$ cat src/rtl/mode_sequencer_if.sv
// Key/mode bundle between the calculator top level and the mode sequencer.
interface mode_sequencer_if;
    logic [1:0] key_n;
    logic [1:0] mode;
    logic       mode_changed;
    logic [1:0] key_db;

    modport master (output key_n, input mode, input mode_changed, input key_db);
    modport slave  (input key_n, output mode, output mode_changed, output key_db);
endinterface

$ cat src/rtl/mode_sequencer.sv
// Debounced KEY[1:0] controller stepping the calculator MODE select.
// Optional KEY0 auto-repeat is enabled by defining MODE_AUTOREPEAT_EN.
module mode_sequencer #(
    parameter int DEBOUNCE_TICKS = 500000,
    parameter int HOLD_TICKS     = 25000000,
    parameter int REPEAT_TICKS   = 12500000
) (
    input  logic            clk,
    input  logic            rst,
    mode_sequencer_if.slave bus
);

    // One counter width covers debounce, hold and repeat intervals.
    localparam int MAX_DH    = (DEBOUNCE_TICKS > HOLD_TICKS) ? DEBOUNCE_TICKS : HOLD_TICKS;
    localparam int MAX_TICKS = (MAX_DH > REPEAT_TICKS) ? MAX_DH : REPEAT_TICKS;
    localparam int CW        = $clog2(MAX_TICKS + 1);
    localparam logic [CW-1:0] DB_LAST = CW'(DEBOUNCE_TICKS - 1);

`ifdef MODE_AUTOREPEAT_EN
    localparam logic [CW-1:0] HOLD_LAST   = CW'(HOLD_TICKS - 1);
    localparam logic [CW-1:0] REPEAT_LAST = CW'(REPEAT_TICKS - 1);

    typedef enum logic [1:0] {IDLE, HELD, HOLD_WAIT, REPEAT} state_t;
    logic [CW-1:0] tick_cnt;
`else
    typedef enum logic {IDLE, HELD} state_t;
`endif

    state_t            state;
    logic [1:0]        sync1;
    logic [1:0]        sync2;
    logic [1:0]        pressed_sync;
    logic [1:0][CW-1:0] db_cnt;
    logic [1:0]        key_db_r;
    logic [1:0]        key_db_d;
    logic [1:0]        press;
    logic [1:0]        mode_r;
    logic [1:0]        step_mode;
    logic              mode_changed_r;

    always_ff @(posedge clk) begin
        if (rst) begin
            sync1 <= 2'b11;
            sync2 <= 2'b11;
        end else begin
            sync1 <= bus.key_n;
            sync2 <= sync1;
        end
    end

    assign pressed_sync = ~sync2;

    always_ff @(posedge clk) begin
        if (rst) begin
            db_cnt   <= '0;
            key_db_r <= 2'b00;
            key_db_d <= 2'b00;
        end else begin
            key_db_d <= key_db_r;
            for (int k = 0; k < 2; k++) begin
                if (pressed_sync[k] == key_db_r[k]) begin
                    db_cnt[k] <= '0;
                end else if (db_cnt[k] == DB_LAST) begin
                    key_db_r[k] <= pressed_sync[k];
                    db_cnt[k]   <= '0;
                end else begin
                    db_cnt[k] <= db_cnt[k] + 1'b1;
                end
            end
        end
    end

    assign press = key_db_r & ~key_db_d;

    always_comb begin
        step_mode = mode_r;
        case (press)
            2'b01:   step_mode = mode_r + 2'd1;
            2'b10:   step_mode = mode_r - 2'd1;
            2'b11:   step_mode = 2'd0;
            default: step_mode = mode_r;
        endcase
    end

    // A fresh press edge steps mode in IDLE or HELD; holding alone never steps.
    always_ff @(posedge clk) begin
        if (rst) begin
            state          <= IDLE;
            mode_r         <= 2'd0;
            mode_changed_r <= 1'b0;
`ifdef MODE_AUTOREPEAT_EN
            tick_cnt       <= '0;
`endif
        end else begin
            mode_changed_r <= 1'b0;
            case (state)
                IDLE: begin
                    if (press != 2'b00) begin
                        mode_r         <= step_mode;
                        mode_changed_r <= (step_mode != mode_r);
`ifdef MODE_AUTOREPEAT_EN
                        if (press == 2'b01 && key_db_r == 2'b01) begin
                            state    <= HOLD_WAIT;
                            tick_cnt <= '0;
                        end else begin
                            state <= HELD;
                        end
`else
                        state <= HELD;
`endif
                    end
                end
                HELD: begin
                    if (press != 2'b00) begin
                        mode_r         <= step_mode;
                        mode_changed_r <= (step_mode != mode_r);
                    end
                    if (key_db_r == 2'b00) begin
                        state <= IDLE;
                    end
                end
`ifdef MODE_AUTOREPEAT_EN
                HOLD_WAIT: begin
                    if (key_db_r != 2'b01) begin
                        state <= HELD;
                    end else if (tick_cnt == HOLD_LAST) begin
                        state          <= REPEAT;
                        tick_cnt       <= '0;
                        mode_r         <= mode_r + 2'd1;
                        mode_changed_r <= 1'b1;
                    end else begin
                        tick_cnt <= tick_cnt + 1'b1;
                    end
                end
                REPEAT: begin
                    if (key_db_r != 2'b01) begin
                        state <= HELD;
                    end else if (tick_cnt == REPEAT_LAST) begin
                        tick_cnt       <= '0;
                        mode_r         <= mode_r + 2'd1;
                        mode_changed_r <= 1'b1;
                    end else begin
                        tick_cnt <= tick_cnt + 1'b1;
                    end
                end
`endif
                default: state <= IDLE;
            endcase
        end
    end

    assign bus.mode         = mode_r;
    assign bus.mode_changed = mode_changed_r;
    assign bus.key_db       = key_db_r;

endmodule

$ cat src/flat_wrapper.sv
// flat-port wrapper written by rule: the top's interface ports become plain ports
module mode_sequencer_flat 
#(
    parameter int DEBOUNCE_TICKS = 500000,
    parameter int HOLD_TICKS     = 25000000,
    parameter int REPEAT_TICKS   = 12500000
)
  (clk, rst, bus_key_n, bus_mode, bus_mode_changed, bus_key_db);
  mode_sequencer_if bus_i ();
  input  logic clk;
  input  logic rst;
  input wire logic [$bits(bus_i.key_n)-1:0] bus_key_n;
  output wire logic [$bits(bus_i.mode)-1:0] bus_mode;
  output wire logic [$bits(bus_i.mode_changed)-1:0] bus_mode_changed;
  output wire logic [$bits(bus_i.key_db)-1:0] bus_key_db;
  assign bus_i.key_n = bus_key_n;
  assign bus_mode = bus_i.mode;
  assign bus_mode_changed = bus_i.mode_changed;
  assign bus_key_db = bus_i.key_db;
  mode_sequencer #(.DEBOUNCE_TICKS(DEBOUNCE_TICKS), .HOLD_TICKS(HOLD_TICKS), .REPEAT_TICKS(REPEAT_TICKS)) u_core (.clk(clk), .rst(rst), .bus(bus_i));
endmodule
$ cat config.mk
export PLATFORM = sky130hd
export DESIGN_NAME = mode_sequencer_flat
export DESIGN_NICKNAME = d
export VERILOG_FILES = /design/src/rtl/mode_sequencer_if.sv /design/src/rtl/mode_sequencer.sv /design/src/flat_wrapper.sv
export SDC_FILE = /design/constraint.sdc
export NUM_CORES = 1
export LEC_CHECK = 0
export ABC_AREA = 0
export CORE_AREA = 3 3 116 106
export CTS_BUF_LIST = sky130_fd_sc_hd__clkbuf_4 sky130_fd_sc_hd__clkbuf_8 sky130_fd_sc_hd__clkbuf_16
export DETAILED_ROUTE_END_ITERATION = 8
export DIE_AREA = 0 0 119 109
export DONT_BUFFER_PORTS = 1
export GPL_TIMING_DRIVEN = 0
export PLACE_DENSITY = 0.49
export SLEW_MARGIN = 5
export SYNTH_ARGS = -nofsm -noshare
export SYNTH_HDL_FRONTEND = slang
export SYNTH_SLANG_ARGS = --single-unit
$ cat constraint.sdc
create_clock -name clk -period 5.35 [get_ports clk]
set_clock_uncertainty 0.15 [all_clocks]
set_input_delay 0.535 -clock clk [delete_from_list [all_inputs] [get_ports clk]]
set_output_delay 0.535 -clock clk [all_outputs]
set_load 0.02 [all_outputs]
Word-level counts from Yosys, hierarchy flattened
Cells that the tools add are included.

operators by class
  add/sub/neg operators = 4
  equal/unequal tests = 8
  multiplexer cells = 2
  bitwise logic cells = 6
  reduce and logical (&&, ||, !) cells = 6

operators with widths
  kind                                                                 count
  25-bit by 1-bit adder with 25-bit output (second input constant)     2
  25-bit by 19-bit == test with 1-bit output (second input constant)   2
  2-bit case mux with 3 select lines                                   1
  3-bit OR reduction                                                   2
  2-bit == test (second input constant)                                2
  2-bit NOT                                                            2
  2-bit AND reduction                                                  2
  1-bit NOT                                                            3
  2-bit by 1-bit adder with 2-bit output (second input constant)       1
  2-bit bitwise AND                                                    1
  1-bit == test                                                        2
  2-bit by 1-bit == test with 1-bit output (second input constant)     1
  2-bit two-way mux                                                    1
  2-bit != test                                                        1
  2-bit nonzero test                                                   1
  2-bit OR reduction                                                   1
  2-bit by 1-bit subtractor with 2-bit output (second input constant)  1

storage, ports and cells
  register bits after elaboration = 61
  input bits = 4
  output and inout port bits = 5
  logic and storage cells = 35

Logic depth before layout (Yosys ltp)
  depth after elaboration = 5
  mapped depth = 7
  depth with buffers taken out = 7

Worst setup path before layout
No wires, ideal clock.

  path kind = reg2reg
  start = register u_core.db_cnt[25] (netlist bit)
  end = register u_core.db_cnt[45] (netlist bit)
  library setup time = 0.066 ns
  arrival time = 1.820 ns
  required time = 5.134 ns
  path slack = 3.314 ns
  cell stages (with the launch flop) = 7
  path buffers = 1
  period minus slack after synthesis = 2.036 ns
  cell sequence = dfxtp_1 ha_1 nand3_4 or4_1 buf_2 or3_1 a21oi_2

between the ends
  longest elaborated chain between the ends = 2
  elaborated cells between the ends (all ways) = 3
  classes of those cells = add/sub: 1; eq/ne: 1; reduce/logical: 1

RTL lines
  what                                                                                              line                  text
  start, declared                                                                                   mode_sequencer.sv:33  logic [1:0][CW-1:0] db_cnt;
  start signal, assigned by index                                                                   mode_sequencer.sv:67  db_cnt[k] <= db_cnt[k] + 1'b1;
  parallel branches: the longest is 2 deep, another holds 25-bit by 1-bit adder with 25-bit output  -

Parallel ways; which one is timed is not known.
A chain may end at the register's enable or synchronous reset.

Final worst setup path
  start = register u_core.db_cnt[21] (netlist bit)
  end = register u_core.db_cnt[21] (netlist bit)

The elaborated chain is that of the path after synthesis.

==> impl_metrics.tcl <==
set metrics [dict create \
    required_ns 5.40 \
    synth.most_common_cell "dfxtp_1" \
    wl_per_cell_um 12.3 \
    wl_um 5870 \
    setup-tns-final_ns 0 \
    p_sw_w 0.000194 \
    area_growth_pct 16.6 \
    dr.pass1.iters 4 \
    power_w 0.000991 \
    syn_area_per_cell_um2 8.90 \
    netlist_instances 312 \
    arrival_ns 2.24 \
    cts_buffers 9 \
    clock_latency_ns 0.32 \
    worstSetupPathType "flip-flop to flip-flop" \
    core_area_um2 11000 \
    synthAdderAreaFrac_pct 1.80 \
    comb_power_share_pct 0.9 \
    grt_first_pass_wirelength_um 10400 \
    grt_usage_pct 10.0 \
    cellPowerDensity_nw_per_um2 306 \
    ys_ff_latch 61 \
    fin_nets 331 \
    internal_power_w 0.000797 \
    hold_path.class "input pin to flip-flop" \
    yosysSeqAreaShare_pct 44.0 \
    synth_top_area_share_pct 44.0 \
    cts.sinks 61 \
    power.share.clock_pct 52.8 \
    grt_pass1_vias 2182 \
    power.leakage_nw 0.962 \
    period_minus_slack_ns 2.18 \
    endpoint_kind "flip-flop" \
    start_util_pct 25.2 \
    start_kind "flip-flop" \
    hold_viol 0 \
    path_clk_slew_ns 0.05 \
    grt_overflow 0 \
    critPathSlowestCell "or4_1" \
    htree_levels 3 \
    yosys.area_share.simple_pct 31.1 \
    rsz0062_at_grt "no" \
    crit_chain "or4_1 > nor4_1 > a31o_2 > buf_4 > a21oi_1" \
    syn-cell-area_um2 2780 \
    synthTopCellsByCount "dfxtp_1, nor2_1, a21oi_1, nand2_1, xnor2_1" \
    synth_mux_area_share_pct 0 \
    slowest_delay_ns 0.55 \
    grt_max_degree 11 \
    yosysWarnings 0 \
    postCtsHoldBufs 0 \
    vias 2274 \
    diodes 0 \
    synth.net_count 320 \
    yosys.cell_types.count 40 \
    ys.flop_type "dfxtp_1" \
    drt_iter0_drc 122 \
    drive_gt1_share_pct 10.7 \
    timing.final.crit_share_pct 40.8 \
    antenna_found_initial 1 \
    critPathBufInv 1 \
    drv_cap 0 \
    netSwitchingFraction_pct 19.6 \
    synth_area_leaders "dfxtp_1, xnor2_1, nor2_1, a21oi_1, or4_1" \
    report.final.slew_viol_count 0 \
    stdcell_area_um2 3240 \
    post-route-drc-count 0 \
    fmax_mhz 459 \
    root_buffer "clkbuf_16" \
    die_area_um2 13000 \
    vias_per_cell 4.76 \
    synth_top_family_by_area "simple AND/OR/NAND/NOR gates" \
    status "finished clean" \
    die_w_um 119 \
    cts_buffer_depth 2 \
    dpl_cell_area_um2 2970 \
    ctsResizeCount 0 \
    seq_power_share_pct 46.2 \
    tightestPinTransition_ns 0.587 \
    synth_area_leader_cell "dfxtp_1" \
    cp_max_fo 10 \
    crit_family "simple AND/OR/NAND/NOR gates" \
    die_h_um 109 \
    slew_headroom_pct 60.5 \
    synth_edf_count 0 \
    rows 36 \
    postCtsSetupRepairBufs 0 \
    gp_congestion 0.806 \
    cts_tree "built" \
    setup_viol_count_final 0 \
    synth_compound_area_share_pct 11.2 \
    async_flop_share_pct 0 \
    ir_drop_v 0.000147 \
    ant_nets 0 \
    dp_hpwl_um 4110 \
    synth_xor_xnor_area_share_pct 8.83 \
    pin_count 9 \
    portBuffers 0 \
]
==> through the flow <==
| stage | hold WS (ns) | worst slack [ns] | cells | utilization (%) |
|---|---|---|---|---|
| after floorplan | 0.239 | 3.31 | 312 | - |
| after global placement | 0.244 | 3.14 | 464 | 26.9 |
| after detailed placement | 0.242 | 3.12 | 464 | 26.9 |
| after CTS | 0.152 | 3.11 | 478 | 29.3 |
| after global routing | 0.156 | 3.00 | 478 | 29.3 |
| final | 0.165 | 3.17 | 478 | 29.3 |
==> state kept, by name, indices dropped and copies added (netlist names) <==
register and cells:
u_core.key_db_d 2, u_core.bus.key_db 2, u_core.sync1 2, u_core.sync2 2, u_core.db_cnt 50, u_core.bus.mode 2, u_core.bus.mode_changed 1
==> power by group through the flow <==
stage / Clock (W) / Sequential [W] / Combinational (W)
floorplan: 0 / 0.000467 / 0.00000709
global placement: 0 / 0.000467 / 0.00000924
detailed placement: 0 / 0.000467 / 0.00000940
CTS: 0.000541 / 0.000458 / 0.00000942
global route: 0.000561 / 0.000458 / 0.0000105
finish: 0.000523 / 0.000458 / 0.00000927
==> layout make-up <==
class | count | area, µm²
inverters | 9 | 33.8
clock buffers | 12 | 260
fillers | 1166 | 7800
clock inverters | 2 | 10.0
well taps | 152 | 190
plain buffers | 9 | 52.6
multi-input cells | 233 | 1470
flip-flops and latches | 61 | 1220
==> layout by cell type (no fill, tap or decap), types with 4 or more instances in the layout <==
cell / n
o21ai_0: 13
or4_1: 12
and3_1: 5
nand2_1: 19
o31ai_1: 8
nor2_1: 37
xnor2_1: 18
and4_1: 4
clkbuf_16: 9
inv_1: 9
nand4_1: 10
or2_2: 4
or3_1: 12
ha_1: 4
dfxtp_1: 61
a21oi_1: 21
nor4_1: 10
nand3_1: 16
xor2_1: 10
buf_4: 4
==> logic make-up (layout without fill, tap and decap cells) <==
family,Yosys count,after routing
and+or+nand+nor,150,150
buffers and inverters,18,32
DFF,61,61
AOI/OAI and AO/OA,51,51
adders and majority gates,4,4
xor gates and xnor gates,28,28
==> final timing paths <==
kind	endpoint	slack, ns	cells after the start	startpoint
max	u_core.db_cnt[21]	3.17	5	u_core.db_cnt[21]
min	u_core.sync1[0]	0.16	1	bus_key_n[0]
max reg2reg	u_core.db_cnt[21]	3.17	5	u_core.db_cnt[21]
min reg2reg	u_core.sync2[0]	0.25	1	u_core.sync1[0]
==> per-layer routing <==
metal | GRT usage, % | part of all wire, % | vias to the layer above
met2 | 15.2 | 44 | 32
li1 | - | - | 1161
met5 | 0 | 0.12 | -
met3 | 3.73 | 4.3 | 13
met4 | 3.97 | 1.7 | 2
met1 | 12.9 | 50 | 1066
Power figures use the tool's default switching activity.
